===== src/rtl/hash_pkg.sv =====
// Shared types, bank geometry and the rotate helper for the hash bank controller.
package hash_pkg;

  localparam int NUM_H = 8;
  localparam int H_W   = 8;

  typedef enum logic [2:0] {
    IDLE,
    INIT,
    WAIT_BYTE,
    ROUND,
    PAD,
    DONE
  } state_e;

  function automatic logic [H_W-1:0] rotl8(input logic [H_W-1:0] x, input logic [2:0] r);
    logic [2*H_W-1:0] d;
    d = {x, x} << r;
    return d[2*H_W-1:H_W];
  endfunction

endpackage


===== src/rtl/hash_round_fn.sv =====
// Combinational round function: new value for word idx_i, reading the bank live so
// later words of a round observe earlier writes.
module hash_round_fn
  import hash_pkg::*;
#(
  parameter int unsigned ROT = 1
) (
  input  logic [H_W-1:0] h_i [0:NUM_H-1],
  input  logic [2:0]     idx_i,
  input  logic [H_W-1:0] byte_i,
  output logic [H_W-1:0] h_upd_o
);

  localparam logic [2:0] ROT_AMT = ROT[2:0];

  logic [2:0] src_idx;

  // 3-bit add wraps modulo 8, matching the bank size.
  assign src_idx = idx_i + 3'd2;
  assign h_upd_o = rotl8(h_i[src_idx] ^ byte_i, ROT_AMT) ^ h_i[idx_i];

endmodule


===== src/rtl/hash_ctrl.sv =====
// hash_ctrl: sequences init/update strobes of an 8x8-bit hash register bank over a byte stream.
// Build option MSG_LEN_PAD_EN appends a length-padding pass after the final byte.
module hash_ctrl
  import hash_pkg::*;
#(
  parameter int unsigned NUM_ROUNDS = 2,
  parameter int unsigned ROT        = 1
) (
  input  logic           clk,
  input  logic           reset,
  input  logic           start,
  input  logic           msg_valid,
  input  logic [7:0]     msg_byte,
  input  logic           msg_last,
  output logic           msg_ready,
  input  logic [H_W-1:0] H_in [0:NUM_H-1],
  output logic           init_H,
  output logic           update_H,
  output logic [2:0]     i_count,
  output logic [H_W-1:0] H_update,
  output logic           busy,
  output logic           digest_valid
);

  localparam logic [3:0] LAST_ROUND = 4'(NUM_ROUNDS - 1);

  state_e         state_q, state_d;
  logic [H_W-1:0] byte_q, byte_d;
  logic           last_q, last_d;
  logic [2:0]     i_q, i_d;
  logic [3:0]     round_q, round_d;
  logic           round_end;
  logic [H_W-1:0] word_upd;
`ifdef MSG_LEN_PAD_EN
  logic [7:0]     len_q, len_d;
`endif

  hash_round_fn #(.ROT(ROT)) u_round (
    .h_i    (H_in),
    .idx_i  (i_q),
    .byte_i (byte_q),
    .h_upd_o(word_upd)
  );

  assign round_end = (i_q == 3'd7) && (round_q == LAST_ROUND);
  assign i_count   = i_q;
  assign busy      = (state_q != IDLE);
  assign H_update  = update_H ? word_upd : '0;

  // msg_ready depends only on state; a byte transfers on any edge where msg_valid && msg_ready,
  // and the source must hold the byte while msg_ready is low.
  always_comb begin
    state_d      = state_q;
    byte_d       = byte_q;
    last_d       = last_q;
    i_d          = i_q;
    round_d      = round_q;
`ifdef MSG_LEN_PAD_EN
    len_d        = len_q;
`endif
    init_H       = 1'b0;
    update_H     = 1'b0;
    msg_ready    = 1'b0;
    digest_valid = 1'b0;
    case (state_q)
      IDLE: begin
        if (start) state_d = INIT;
      end
      INIT: begin
        init_H  = 1'b1;
        state_d = WAIT_BYTE;
`ifdef MSG_LEN_PAD_EN
        len_d   = '0;
`endif
      end
      WAIT_BYTE: begin
        msg_ready = 1'b1;
        if (msg_valid) begin
          byte_d  = msg_byte;
          last_d  = msg_last;
          i_d     = '0;
          round_d = '0;
          state_d = ROUND;
`ifdef MSG_LEN_PAD_EN
          len_d   = len_q + 8'd1;
`endif
        end
      end
      ROUND, PAD: begin
        update_H = 1'b1;
        i_d      = i_q + 3'd1;
        if (i_q == 3'd7) round_d = round_q + 4'd1;
        if (round_end) begin
          if (state_q == PAD) begin
            state_d = DONE;
          end else if (!last_q) begin
            state_d = WAIT_BYTE;
          end else begin
`ifdef MSG_LEN_PAD_EN
            state_d = PAD;
            byte_d  = len_q;
            round_d = '0;
`else
            state_d = DONE;
`endif
          end
        end
      end
      DONE: begin
        digest_valid = 1'b1;
        state_d      = IDLE;
      end
      default: state_d = IDLE;
    endcase
  end

  always_ff @(posedge clk or posedge reset) begin
    if (reset) begin
      state_q <= IDLE;
      byte_q  <= '0;
      last_q  <= 1'b0;
      i_q     <= '0;
      round_q <= '0;
`ifdef MSG_LEN_PAD_EN
      len_q   <= '0;
`endif
    end else begin
      state_q <= state_d;
      byte_q  <= byte_d;
      last_q  <= last_d;
      i_q     <= i_d;
      round_q <= round_d;
`ifdef MSG_LEN_PAD_EN
      len_q   <= len_d;
`endif
    end
  end

endmodule


===== config.mk =====
export PLATFORM = sky130hd
export DESIGN_NAME = hash_ctrl
export DESIGN_NICKNAME = d
export VERILOG_FILES = /design/src/rtl/hash_pkg.sv /design/src/rtl/hash_round_fn.sv /design/src/rtl/hash_ctrl.sv
export SDC_FILE = /design/constraint.sdc
export NUM_CORES = 1
export LEC_CHECK = 0
export ABC_AREA = 1
export CORE_UTILIZATION = 43
export DETAILED_ROUTE_END_ITERATION = 8
export PLACE_DENSITY_LB_ADDON = 0.3
export SLEW_MARGIN = 25
export SYNTH_ARGS = -nofsm -noshare
export SYNTH_HDL_FRONTEND = slang
export SYNTH_SLANG_ARGS = --single-unit

===== constraint.sdc =====
create_clock -name clk -period 1.87 [get_ports clk]
set_input_delay 0.4675 -clock clk [delete_from_list [all_inputs] [get_ports clk]]
set_output_delay 0.4675 -clock clk [all_outputs]
set_load 0.01 [all_outputs]

* Yosys cells after proc, flatten, opt, wreduce, memory -nomap -nowiden
Cells that the tools add are included.
** Word-level totals
- Output and inout bits :: 16
- Bits in registers :: 19
** Operators by class
- Bitwise operators :: 4
- Magnitude comparators :: 2
- Add/subtract/negate cells :: 3
- Multiplexer cells :: 22
- Reductions and logical operators :: 9
- Equality and inequality tests :: 11
** Operators by type and width (number)
- $bmux W8 S3 :: 2
- $mux W8 :: 5
- $mux W3 :: 6
- $xor A8 B8 Y8 :: 2
- $pmux W3 S4 :: 1
- $eq A3 B3 Y1 const B :: 3
- $ge A4 B4 Y1 const B :: 2
- $mux W4 :: 2
- $ne A2 B2 Y1 const B :: 4
- $not A3 Y4 :: 2
- $pmux W4 S2 :: 1
- $eq A3 B2 Y1 const B :: 2
- $pmux W3 S2 :: 1
- $reduce_and A3 Y1 :: 2
- $add A4 B1 Y4 const B :: 1
- $eq A4 B1 Y1 const B :: 1
- $mux W1 :: 4
- $reduce_and A2 Y1 :: 2
- $add A3 B1 Y3 const B :: 1
- $add A3 B2 Y3 const B :: 1
- $eq A3 B1 Y1 const B :: 1
- $logic_not A3 Y1 :: 1
- $reduce_bool A3 Y1 :: 1
- $reduce_bool A2 Y1 :: 1
- other kinds (2) :: 2

* Depth between registers and ports, before layout
- Depth after elaboration :: 8
- Depth in mapped cells :: 12
- Depth with buffers taken out :: 10

* Cells and area by module
A second synthesis with hierarchy kept.
** Second synthesis, totals
- Cell total of the unflattened synthesis :: 443
- Area total of the unflattened synthesis :: 2346.0 um^2
** By module, submodules not included
- hash_round_fn :: times used 1, cells an instance 294, area each 1213.7 um^2, sequential area each 0.0 um^2
- hash_ctrl :: times used 1, cells an instance 149, area each 1132.3 um^2, sequential area each 475.5 um^2

* Worst setup path before layout
No wires, ideal clock.
- Path kind :: reg2out
- Start :: register i_q[0] (netlist: i_count[0])
- End :: output H_update[0]
- Stages on the path, launching flop included :: 12
- Setup slack :: 0.007 ns
- Data arrival time :: 1.395 ns
- Cell sequence :: dfrtp_1 buf_4 inv_4 buf_4 nand2_1 nand3_1 nand2_1 nor2_1 nand2_1 nand3_1 nand2_1 nor2_1
** On the way
- Word-level cells in the longest chain between the ends :: 8
- Elaborated cells between the ends (all ways) :: 12
- Classes of those cells :: add/sub: 1; mux: 7; bitwise: 4
** RTL lines
- start: declaration :: line hash_ctrl.sv:30 : logic [2:0] i_q, i_d;
- start signal: assignment :: line hash_ctrl.sv:131 : i_q <= i_d;
- $add A3 B2 Y3 :: line hash_round_fn.sv:19 : assign src_idx = idx_i + 3'd2;
- $not A3 Y4 (implied by the code) :: line hash_round_fn.sv:20 : assign h_upd_o = rotl8(h_i[src_idx] ^ byte_i, ROT_AMT) ^ h_i[idx_i];
- $bmux W8 S3 :: line hash_round_fn.sv:20
- $mux W8 (implied by the code) (2 in series) :: line hash_round_fn.sv:20
- $xor A8 B8 Y8 :: line hash_round_fn.sv:20
- $xor A8 B8 Y8 * :: line hash_round_fn.sv:20
- $mux W8 * :: line hash_ctrl.sv:48 : assign H_update = update_H ? word_upd : '0;
- end: declaration :: line hash_ctrl.sv:20 : output logic [H_W-1:0] H_update,
Every way passes the cells marked *; elsewhere a longest branch is shown, timed or not. The select of a mux whose other input is x is not followed.

* Final worst setup path
- Start :: register i_q[0] (netlist: i_count[0])
- End :: output H_update[5]
Same word-level chain as after synthesis.

==> impl_results.md <==
- Comb power frac: between 80% and 90%
- Layout area overhead: 68.7%
- Register area share after synthesis: 22.4%
- Initial Util: 45.0%
- GRT Total Usage: between 20% and 30%
- Area occupied by multi-input gates: between 1500 and 2000 sq um
- Cells after DPL: approximately 550
- Switching Share: a little over 50%
- Final ANT Viol Nets: 0
- WP data required: 1.40 ns
- Status: finished, violations left
- Synth warn: 0
- Drt total wl: 7.65 mm
- Setup TNS Final: -3.37 ns
- Drt first pass iters: 5
- CP Max Fanout: 6
- Die W: 72.3 um
- Final critical-path setup slack: -0.483 ns
- Reg2reg path depth: 8
- Unrepaired setup endpoints after global routing: yes
- Cell Count, Final, Fillers Out: 569
- Worst EP arrival: approximately 1.9 ns
- Register area: 480 sq um
- DR DRC count: 0
- Critical Path Sink Type: output pin
- Detailed-route via count: around 2.9k
- Area of the mapped netlist: 2120 sq um
- # fillers: 365
- Area leader, netlist: nand2_1
- Rel. slew slack: 81.2%
- Clk pin slew, worst setup/hold paths: 0.08 ns
- Critical path startpoint category: flop
- Clk network pwr share: 5.9%
- Synthesized Nets: 467
- First-pass GRT wire length: between 10 and 15 mm
- Cell row count: 25
- Setup CP Type: reg2out
- ANT cells: 0
- Setup crit start: i_count[0]$_DFFE_PP0P_
- # IOs: 93
- Syn_area_per_cell: between 5 and 6 sq um
- Layout cell share with drive strength beyond 1: 23.5%
- FF-to-FF Start: i_count[0]$_DFFE_PP0P_
- Largest net degree at the start of global routing: 25
- End point of the critical path: H_update[5]
- Psw: 2.68 mW
- Flops & latches, synth: 19
- Fmax: 425 MHz
- CTS Sinks: 19
- Vias in the first global route: ~2.8k
- Hold Path Class: in2async
- Reg power frac: 14.1%
- Post-synthesis xor/xnor area fraction: 0.824%
- Full die area: 5230 sq um
- Core Region: around 4700 sq um
- Tmin final: about 2.4 ns
- Global placer's final weighted congestion: 0.876
- Syn Inst Count: 386
- Top cells by area, synth: nand2_1 35%, dfrtp_1 22%, nand3_1 5.9%
- GRT overflow: 0
- Drt via density: 5.15
- Max rail drop VDD: 0.000870 V
- Adder-Cell Fraction of Synth Area: 2.36%
- Antenna violations before repair: 0
- Failing checks: setup timing
- Nets@finish: ~580
- Leakage Power: 1.86 nW
- Reg2reg setup slack: 0.14 ns
- Power per Cell Area: approximately 1500 nW/um^2
- WHS: 0.525 ns
- Count of different cell masters after synthesis: 28
- Tightest Pin Transition: 0.281 ns
- Reg2reg end: state_q[0]$_DFFE_PP0P_
- Post-synthesis compound-gate area fraction: a little under an eighth
- CTS tree: built
- Post-synthesis mux area share: 0%
- Final setup fails: 8
- H-Tree Depth: 1
- Clock Latency Late Sink: 0.26 ns
- Root buf cell: clkbuf_8
- Crit share post-route: 126%
- Detailed Place HPWL: 5.05 mm
- Number of CTS-inserted buffers: 3
- Internal power: 2.52 mW
- Simple-gate portion of the synthesized area: 51.3%
- Final Max Slew Viols: 0
- WL per Instance: between 10 and 15 um
- Main combinational cell family by area after synthesis: simple AND/OR/NAND/NOR gates
- Worst Skew: slightly below 0.002 ns
- CTS Buffer Depth: 2
- Initial drt markers: 214
- Die H: 72.3 um
- Max Cap Viol: 0
- # port buffers: approximately 90
- Final Hold Vio Count: 0
- Synth top area share: 35.0%
==> layout make-up <==
class / instances / share of cell area (%)
timing repair buffer: 126 / 34.8
multi-input combinational: 315 / 44.0
clock buffer: 4 / 1.26
sequential: 19 / 13.4
inverter: 38 / 4.12
tap: 67 / 2.34
==> logic make-up (layout without fill, tap and decap cells) <==
group | count (synthesis) | count (layout)
compound gates | 42 | 42
xor+xnor | 2 | 2
fa+ha+maj | 4 | 4
buf+inv | 52 | 168
flops | 19 | 19
simple gates | 267 | 267
==> repair_timing <==
item,4_1_cts,5_1_grt
buffers inserted,12,3
endpoints found under the hold margin,0,0
gates cloned,2,1
hold buffers,0,0
gates resized for setup,74,47
setup endpoints to repair,16,15
pin swaps,21,27
==> layer usage <==
layer	track usage (%)	routed length [um]	vias to the layer above
met4	12.6	269	0
met3	4.72	564	33
met1	30.8	2810	1323
li1	-	-	1436
met5	0	0	-
met2	53.4	4010	141
==> worst min-delay path by stage <==
stage / start / to / slack, ns
floorplan: reset / byte_q[0]$_DFFE_PP0P_ / 0.42
global placement: last_q$_DFFE_PP0P_ / last_q$_DFFE_PP0P_ / 0.51
detailed placement: round_q[3]$_DFFE_PP0P_ / round_q[3]$_DFFE_PP0P_ / 0.53
CTS: reset / round_q[3]$_DFFE_PP0P_ / 0.54
global route: reset / round_q[2]$_DFFE_PP0P_ / 0.55
finish: reset / round_q[2]$_DFFE_PP0P_ / 0.53
==> stage by stage <==
| stage | cell area [sq um] | util [%] | power (mW) | worst slack, ns |
|---|---|---|---|---|
| 2_1_floorplan | 2120 | - | 2.90 | 0.00726 |
| 3_3_place_gp | 3200 | 67.8 | 4.02 | -0.721 |
| 3_5_place_dp | 3200 | 67.8 | 4.11 | -0.754 |
| 4_1_cts | 3440 | 72.9 | 4.81 | -0.379 |
| 5_1_grt | 3580 | 75.9 | 5.60 | -0.543 |
| 6_report | 3580 | 75.9 | 5.20 | -0.483 |
==> power groups by stage <==
stage,combinational (mW),sequential [mW],clock (mW)
global placement,3.31,0.707,0
floorplan,2.19,0.704,0
CTS,3.79,0.722,0.303
detailed placement,3.40,0.713,0
global route,4.53,0.750,0.318
finish,4.17,0.734,0.305
==> synthesized netlist by cell type, drive strengths merged <==
library cell and number:
o22ai 1, xnor2 1, nand3 25, inv 38, nand4 2, o21ai 18
a21oi 19, ha 4, dfrtp 19, buf 14, nor3 3, o31ai 3
nor2 35, or2 1, nand2 201, o211ai 1, xor2 1
==> worst max-delay path: stages (launching register included) <==
cell and delay (ns):
dfrtp_2 0.45, inv_4 0.08, buf_6 0.14, buf_6 0.12, nand2_2 0.05, nand2_2 0.06, nand2_1 0.08, nand2_2 0.07
o21ai_1 0.20, nand3_1 0.12, nand2_1 0.09, nor2_2 0.04, buf_2 0.13
==> placed cells by master, fill, tap and decap left out, drive strengths merged <==
| master | instances |
|---|---|
| nand2 | 201 |
| dfrtp | 19 |
| inv | 38 |
| o211ai | 1 |
| ha | 4 |
| nand3 | 25 |
| nor3 | 3 |
| xor2 | 1 |
| o22ai | 1 |
| clkbuf | 7 |
| o21ai | 18 |
| dlygate4sd2 | 5 |
| buf | 41 |
| a21oi | 19 |
| dlymetal6s2s | 1 |
| or2 | 1 |
| nor2 | 35 |
| nand4 | 2 |
| xnor2 | 1 |
| o31ai | 3 |
| clkdlybuf4s50 | 76 |
==> registers in the layout, summed over array words and instances (netlist names) <==
name	flops
byte_q	8
round_q	4
i_count	3
state_q	3
last_q	1
Note: power is estimated with default switching activity, not from simulation.
